File: src/rtl/wb_master_if.sv
// CPU-side Wishbone master adapter: turns one CPU memory request into a held bus
// transaction, stalls the pipeline until ack, buffers read data and times out hung slaves.
module wb_master_if #(
    parameter int unsigned STALL_BIT   = 3,
    parameter int unsigned TIMEOUT_CYC = 1023
) (
    input  logic        clk,
    input  logic        rst,
    input  logic [5:0]  stall_i,
    input  logic        flush_i,
    input  logic        cpu_ce_i,
    input  logic [31:0] cpu_addr_i,
    input  logic [31:0] cpu_data_i,
    input  logic        cpu_we_i,
    input  logic [3:0]  cpu_sel_i,
    output logic [31:0] cpu_data_o,
    output logic        stallreq_o,
    output logic        bus_err_o,
    output logic [31:0] wishbone_addr_o,
    output logic [31:0] wishbone_data_o,
    output logic        wishbone_we_o,
    output logic [3:0]  wishbone_select_o,
    input  logic [31:0] wishbone_data_i,
    input  logic        wishbone_ack_i
);

    typedef enum logic [1:0] {
        S_IDLE,
        S_BUSY,
        S_WAIT_STALL
    } state_e;

    localparam logic [15:0] TIMEOUT_LIM = 16'(TIMEOUT_CYC);

    state_e      state_q;
    logic [31:0] addr_q;
    logic [31:0] data_q;
    logic        we_q;
    logic [3:0]  sel_q;
    logic [15:0] cnt_q;
    logic [15:0] cnt_d;
    logic        drop_q;
    logic [31:0] rd_buf_q;

    logic start;
    logic ack_live;
    logic timeout;
    logic stage_stalled;

    // Only the stall bit of the stage this port serves matters.
    logic unused_stall;
    assign unused_stall  = ^stall_i;
    assign stage_stalled = stall_i[STALL_BIT];

    assign start    = (state_q == S_IDLE) && cpu_ce_i && !flush_i;
    assign ack_live = (state_q == S_BUSY) && wishbone_ack_i && !drop_q;
    // An ack arriving in the limit cycle wins over the timeout.
    assign timeout  = (state_q == S_BUSY) && !wishbone_ack_i && (cnt_q == TIMEOUT_LIM);
    assign cnt_d    = (cnt_q == 16'hFFFF) ? cnt_q : cnt_q + 16'd1;

    assign wishbone_addr_o   = addr_q;
    assign wishbone_data_o   = data_q;
    assign wishbone_we_o     = we_q;
    assign wishbone_select_o = sel_q;
    assign bus_err_o         = timeout;

    always_comb begin
        stallreq_o = 1'b0;
        cpu_data_o = 32'h0;
        case (state_q)
            S_IDLE:       stallreq_o = start;
            S_BUSY:       stallreq_o = !timeout && (!wishbone_ack_i || drop_q);
            S_WAIT_STALL: cpu_data_o = rd_buf_q;
            default:      stallreq_o = 1'b0;
        endcase
        if (ack_live && !we_q) begin
            cpu_data_o = wishbone_data_i;
        end
    end

    // NOTE: sequential state uses non-blocking assignments so every register samples
    // pre-edge values; the async reset clears the bus outputs the instant rst falls.
    always_ff @(posedge clk or negedge rst) begin
        if (!rst) begin
            state_q  <= S_IDLE;
            addr_q   <= 32'h0;
            data_q   <= 32'h0;
            we_q     <= 1'b0;
            sel_q    <= 4'h0;
            cnt_q    <= 16'h0;
            drop_q   <= 1'b0;
            rd_buf_q <= 32'h0;
        end else begin
            case (state_q)
                S_IDLE: begin
                    if (start) begin
                        addr_q  <= cpu_addr_i;
                        data_q  <= cpu_data_i;
                        we_q    <= cpu_we_i;
                        sel_q   <= cpu_sel_i;
                        cnt_q   <= 16'h0;
                        drop_q  <= 1'b0;
                        state_q <= S_BUSY;
                    end
                end
                S_BUSY: begin
                    cnt_q <= cnt_d;
                    if (flush_i) begin
                        drop_q <= 1'b1;
                    end
                    if (wishbone_ack_i || (cnt_q == TIMEOUT_LIM)) begin
                        addr_q <= 32'h0;
                        data_q <= 32'h0;
                        we_q   <= 1'b0;
                        sel_q  <= 4'h0;
                    end
                    if (wishbone_ack_i) begin
                        if (!drop_q) begin
                            rd_buf_q <= we_q ? 32'h0 : wishbone_data_i;
                            state_q  <= stage_stalled ? S_WAIT_STALL : S_IDLE;
                        end else begin
                            state_q <= S_IDLE;
                        end
                    end else if (cnt_q == TIMEOUT_LIM) begin
                        state_q <= S_IDLE;
                    end
                end
                S_WAIT_STALL: begin
                    if (flush_i || !stage_stalled) begin
                        state_q <= S_IDLE;
                    end
                end
                default: state_q <= S_IDLE;
            endcase
        end
    end

endmodule

File: config.mk
export PLATFORM = sky130hd
export DESIGN_NAME = wb_master_if
export DESIGN_NICKNAME = d
export VERILOG_FILES = /design/src/rtl/wb_master_if.sv
export SDC_FILE = /design/constraint.sdc
export NUM_CORES = 1
export LEC_CHECK = 0
export BUFFER_PORTS_ARGS = -buffer_cell sky130_fd_sc_hd__buf_4
export CAP_MARGIN = 10
export CORE_ASPECT_RATIO = 1.5
export CORE_MARGIN = 1
export CORE_UTILIZATION = 46
export CTS_BUF_LIST = sky130_fd_sc_hd__clkbuf_8
export CTS_CLUSTER_DIAMETER = 100
export DETAILED_ROUTE_END_ITERATION = 16
export PLACE_DENSITY = 0.82
export SLEW_MARGIN = 40
export SYNTH_ARGS = -nofsm -noshare
export SYNTH_HDL_FRONTEND = slang
export SYNTH_SLANG_ARGS = --single-unit
File: constraint.sdc
create_clock -name clk -period 1.8 [get_ports clk]
set_input_delay 0.27 -clock clk [delete_from_list [all_inputs] [get_ports clk]]
set_output_delay 0.27 -clock clk [all_outputs]
set_load 0.03 [all_outputs]
==> metrics.md <==
| Metric | Value |
|---|---|
| YS warnings | 0 |
| Avg Cell Area, Syn | 10.3 um^2 |
| Reg power frac | 31.8% |
| Diodes inserted | 0 |
| Num CTS Buffers | 17 |
| Hold EP | wishbone_data_o[11] |
| Least-Margin Pin Slew | 0.533 ns |
| Most frequent cells in the layout | buf_4, dfrtp_1, inv_1 |
| Max incr delay on CP | 0.41 ns |
| Clk network pwr share | 14.7% |
| DRC | 0 |
| Max-slew violation count | 0 |
| Crit path DAT | 2.04 ns |
| Hold depth | 3 |
| Slew HR | 64.5% |
| Die Y | 137 um |
| Setup CP Type | reg -> out |
| Syn nets | 652 |
| Max-cap violation count | 0 |
| R2R setup slack | -0.29 ns |
| Final hold violations | 0 |
| Worst hold path class | in -> reg |
| Post-synth EDFFs | 0 |
| RSZ-0062 raised after global routing | yes |
| Total gr overflow | 0 |
| Sequential area share after synthesis | 53.9% |
| Row Count | 48 |
| Commonest non-fill, non-tap cell in the layout | buf_4 |
| Total GRT Usage | 28.3% |
| Clock Tree Root | clkbuf_8 |
| Top_reg_cell synth | dfrtp_1 |
| TritonRoute pass-1 iters | 5 |
| Reg2Reg Launch Point | cnt_q[0] |
| Fin Clk Skew | 0.0114 ns |
| Async set-reset flop share out of synthesis | 100% |
| H-tree Lvls | 4 |
| Final HPWL DP | 11400 um |
| Initial DRC Count | 483 |
| Antenna Violating Nets Remaining | 0 |
| DP Worst Slack | -0.0991 ns |
| Vias | 5799 |
| R2R cell count | 9 |
| Num Clock Sinks | 120 |
| Total wire length | 20100 um |
| Status | complete, but fails checks |
| Critical path's slowest cell | dfrtp_1 |
| Die ar. | 0.0126 mm^2 |
| P_leak | 4.31 nW |
| Syn-to-layout area delta | 60.3% |
| Tot Pwr | 15.6 mW |
| Final setup violation count | 110 |
| Comb pwr share | 53.5% |
| Routability congestion estimate | 0.868 |
| Largest net degree at the start of global routing | 74 |
| Cell-internal power | 8.60 mW |
| Wire per inst | 21.1 um |
| Register bit total from synthesis | 120 |
| Port buffer count | 209 |
| P_sw | 6.96 mW |
| Placeable Area | 0.0117 mm^2 |
| Power per standard cell area | 1740 mW/mm^2 |
| Global-route wire length before repair | 27500 um |
| CTS tree | done |
| Nets | 902 |
| Number of global-route vias before repair | 5463 |
| Kind of end point of the critical path | output pin |
| Clk slew on worst S/H paths | 0.07 ns |
| I/O pins | 215 |
| Clock buffer depth | 2 |
| Tcrit/Tclk final | 128% |
| Final setup TNS | -31.80 ns |
| Cells after synthesis | 539 |
| Min Clock Period, post-route | 2.31 ns |
| Vias per cell | 6.10 |
| Initial antenna violation count | 0 |
| Worst Hold Launch | cpu_data_i[11] |
| Final worst slack | -0.507 ns |
| Clk Latency, worst-skew pair | 0.43 ns |
| Die X | 91.9 um |
| Synthesized area | 0.00558 mm^2 |
| WP data required | 1.53 ns |
| Initial Utilization | 47.9% |
| R2r endpoint | wishbone_data_o[0] |
| Max Freq | 433 MHz |
| Startpoint types | flip-flop |
| Switching Share | 44.7% |
| Failing checks | negative setup slack |
| Maximum VDD drop | 1.28 mV |
| Crit Path Max Fanout | 8 |
| Synth cell types | 42 |
| CP Cell Sequence | nand2b_4, or3_4, nor2_8, buf_8, a22o_4, buf_6 |
| Fraction of layout instances using a drive strength above 1 | 49.7% |
## synthesized netlist by cell type (6+ instances only)
cell type	n	area, um^2
dfrtp_1	120	3000
buf_6	6	67.6
nor2_1	9	33.8
clkbuf_1	23	86.3
inv_1	72	270
a31oi_1	9	56.3
a22o_1	64	561
a21oi_1	7	35.0
a22oi_1	69	518
nand2_1	11	41.3
nor3_1	7	35.0
buf_2	10	50.1
o21ai_0	73	365
## logic make-up (layout without fill, tap and decap cells)
group / count (synthesis) / count (layout) / synth area share, %
adders and majority gates: 1 / 1 / 0.224
AOI/OAI and AO/OA: 246 / 246 / 30.9
DFF: 120 / 120 / 53.9
and+or+nand+nor: 59 / 59 / 6.35
buffers and inverters: 113 / 375 / 8.66
## what timing repair did
action                                  4_1_cts  5_1_grt
endpoints found under the setup margin       62      115
hold endpoints to repair                     38        0
gates cloned                                  3        6
setup buffers                                 7       10
gates resized for setup                      96       87
hold buffers                                  1        0
pin swaps                                     4       13
## area by class of cell
class                      instances  area, um^2
sequential                       120        3000
fill                             669        2710
multi-input combinational        306        2640
timing repair buffer             272        2460
inverter                          72         270
clock buffer                      19         262
tap                              150         188
clock inverter                    12         111
## power groups by stage
stage / registers [mW] / logic [mW] / clock network, mW
2_1_floorplan: 6.09 / 2.92 / 0
3_3_place_gp: 4.77 / 6.69 / 0
6_report: 4.95 / 8.32 / 2.29
3_5_place_dp: 4.85 / 6.89 / 0
4_1_cts: 4.85 / 7.46 / 2.31
5_1_grt: 5.06 / 8.75 / 2.45
## how the worst max path moves through the flow
stage / slack, ns / start / end
2_1_floorplan: -0.17 / state_q[1] / cpu_data_o[10]
3_3_place_gp: -0.14 / state_q[1] / cpu_data_o[0]
3_5_place_dp: -0.1 / state_q[1] / cpu_data_o[10]
4_1_cts: -0.47 / state_q[1] / cpu_data_o[2]
5_1_grt: -0.53 / state_q[1] / cpu_data_o[10]
6_report: -0.51 / state_q[1] / cpu_data_o[10]
## layer usage
layer	part of all wire, %	GRT usage, %	vias up
li1	-	-	2506
met1	34	31.2	2889
met4	4.4	14.6	0
met3	6.2	4.61	70
met2	56	52.0	334
met5	0	0	-
## state kept, by name, indices dropped and copies added, names as in the netlist
name	cells
state_q	2
wishbone_select_o	4
wishbone_addr_o	32
cnt_q	16
wishbone_data_o	32
rd_buf_q	32
drop_q	1
wishbone_we_o	1
## stage by stage
stage / hold WS [ns] / instance area (um^2) / util [%] / cells
2_1_floorplan: -0.0256 / 5860 / - / 539
3_3_place_gp: 0.267 / 7780 / 66.8 / 894
3_5_place_dp: 0.272 / 7800 / 66.9 / 895
4_1_cts: 0.0494 / 8540 / 73.3 / 937
5_1_grt: 0.0513 / 8940 / 76.7 / 951
6_report: 0.0656 / 8940 / 76.7 / 951
## critical path: cells and delay by family, from the launching register on
kind,cells,cell delay (ns)
simple gates,3,0.72
compound gates,1,0.17
buf+inv,2,0.30
flops,1,0.41
Power figures use the tool's default switching activity.
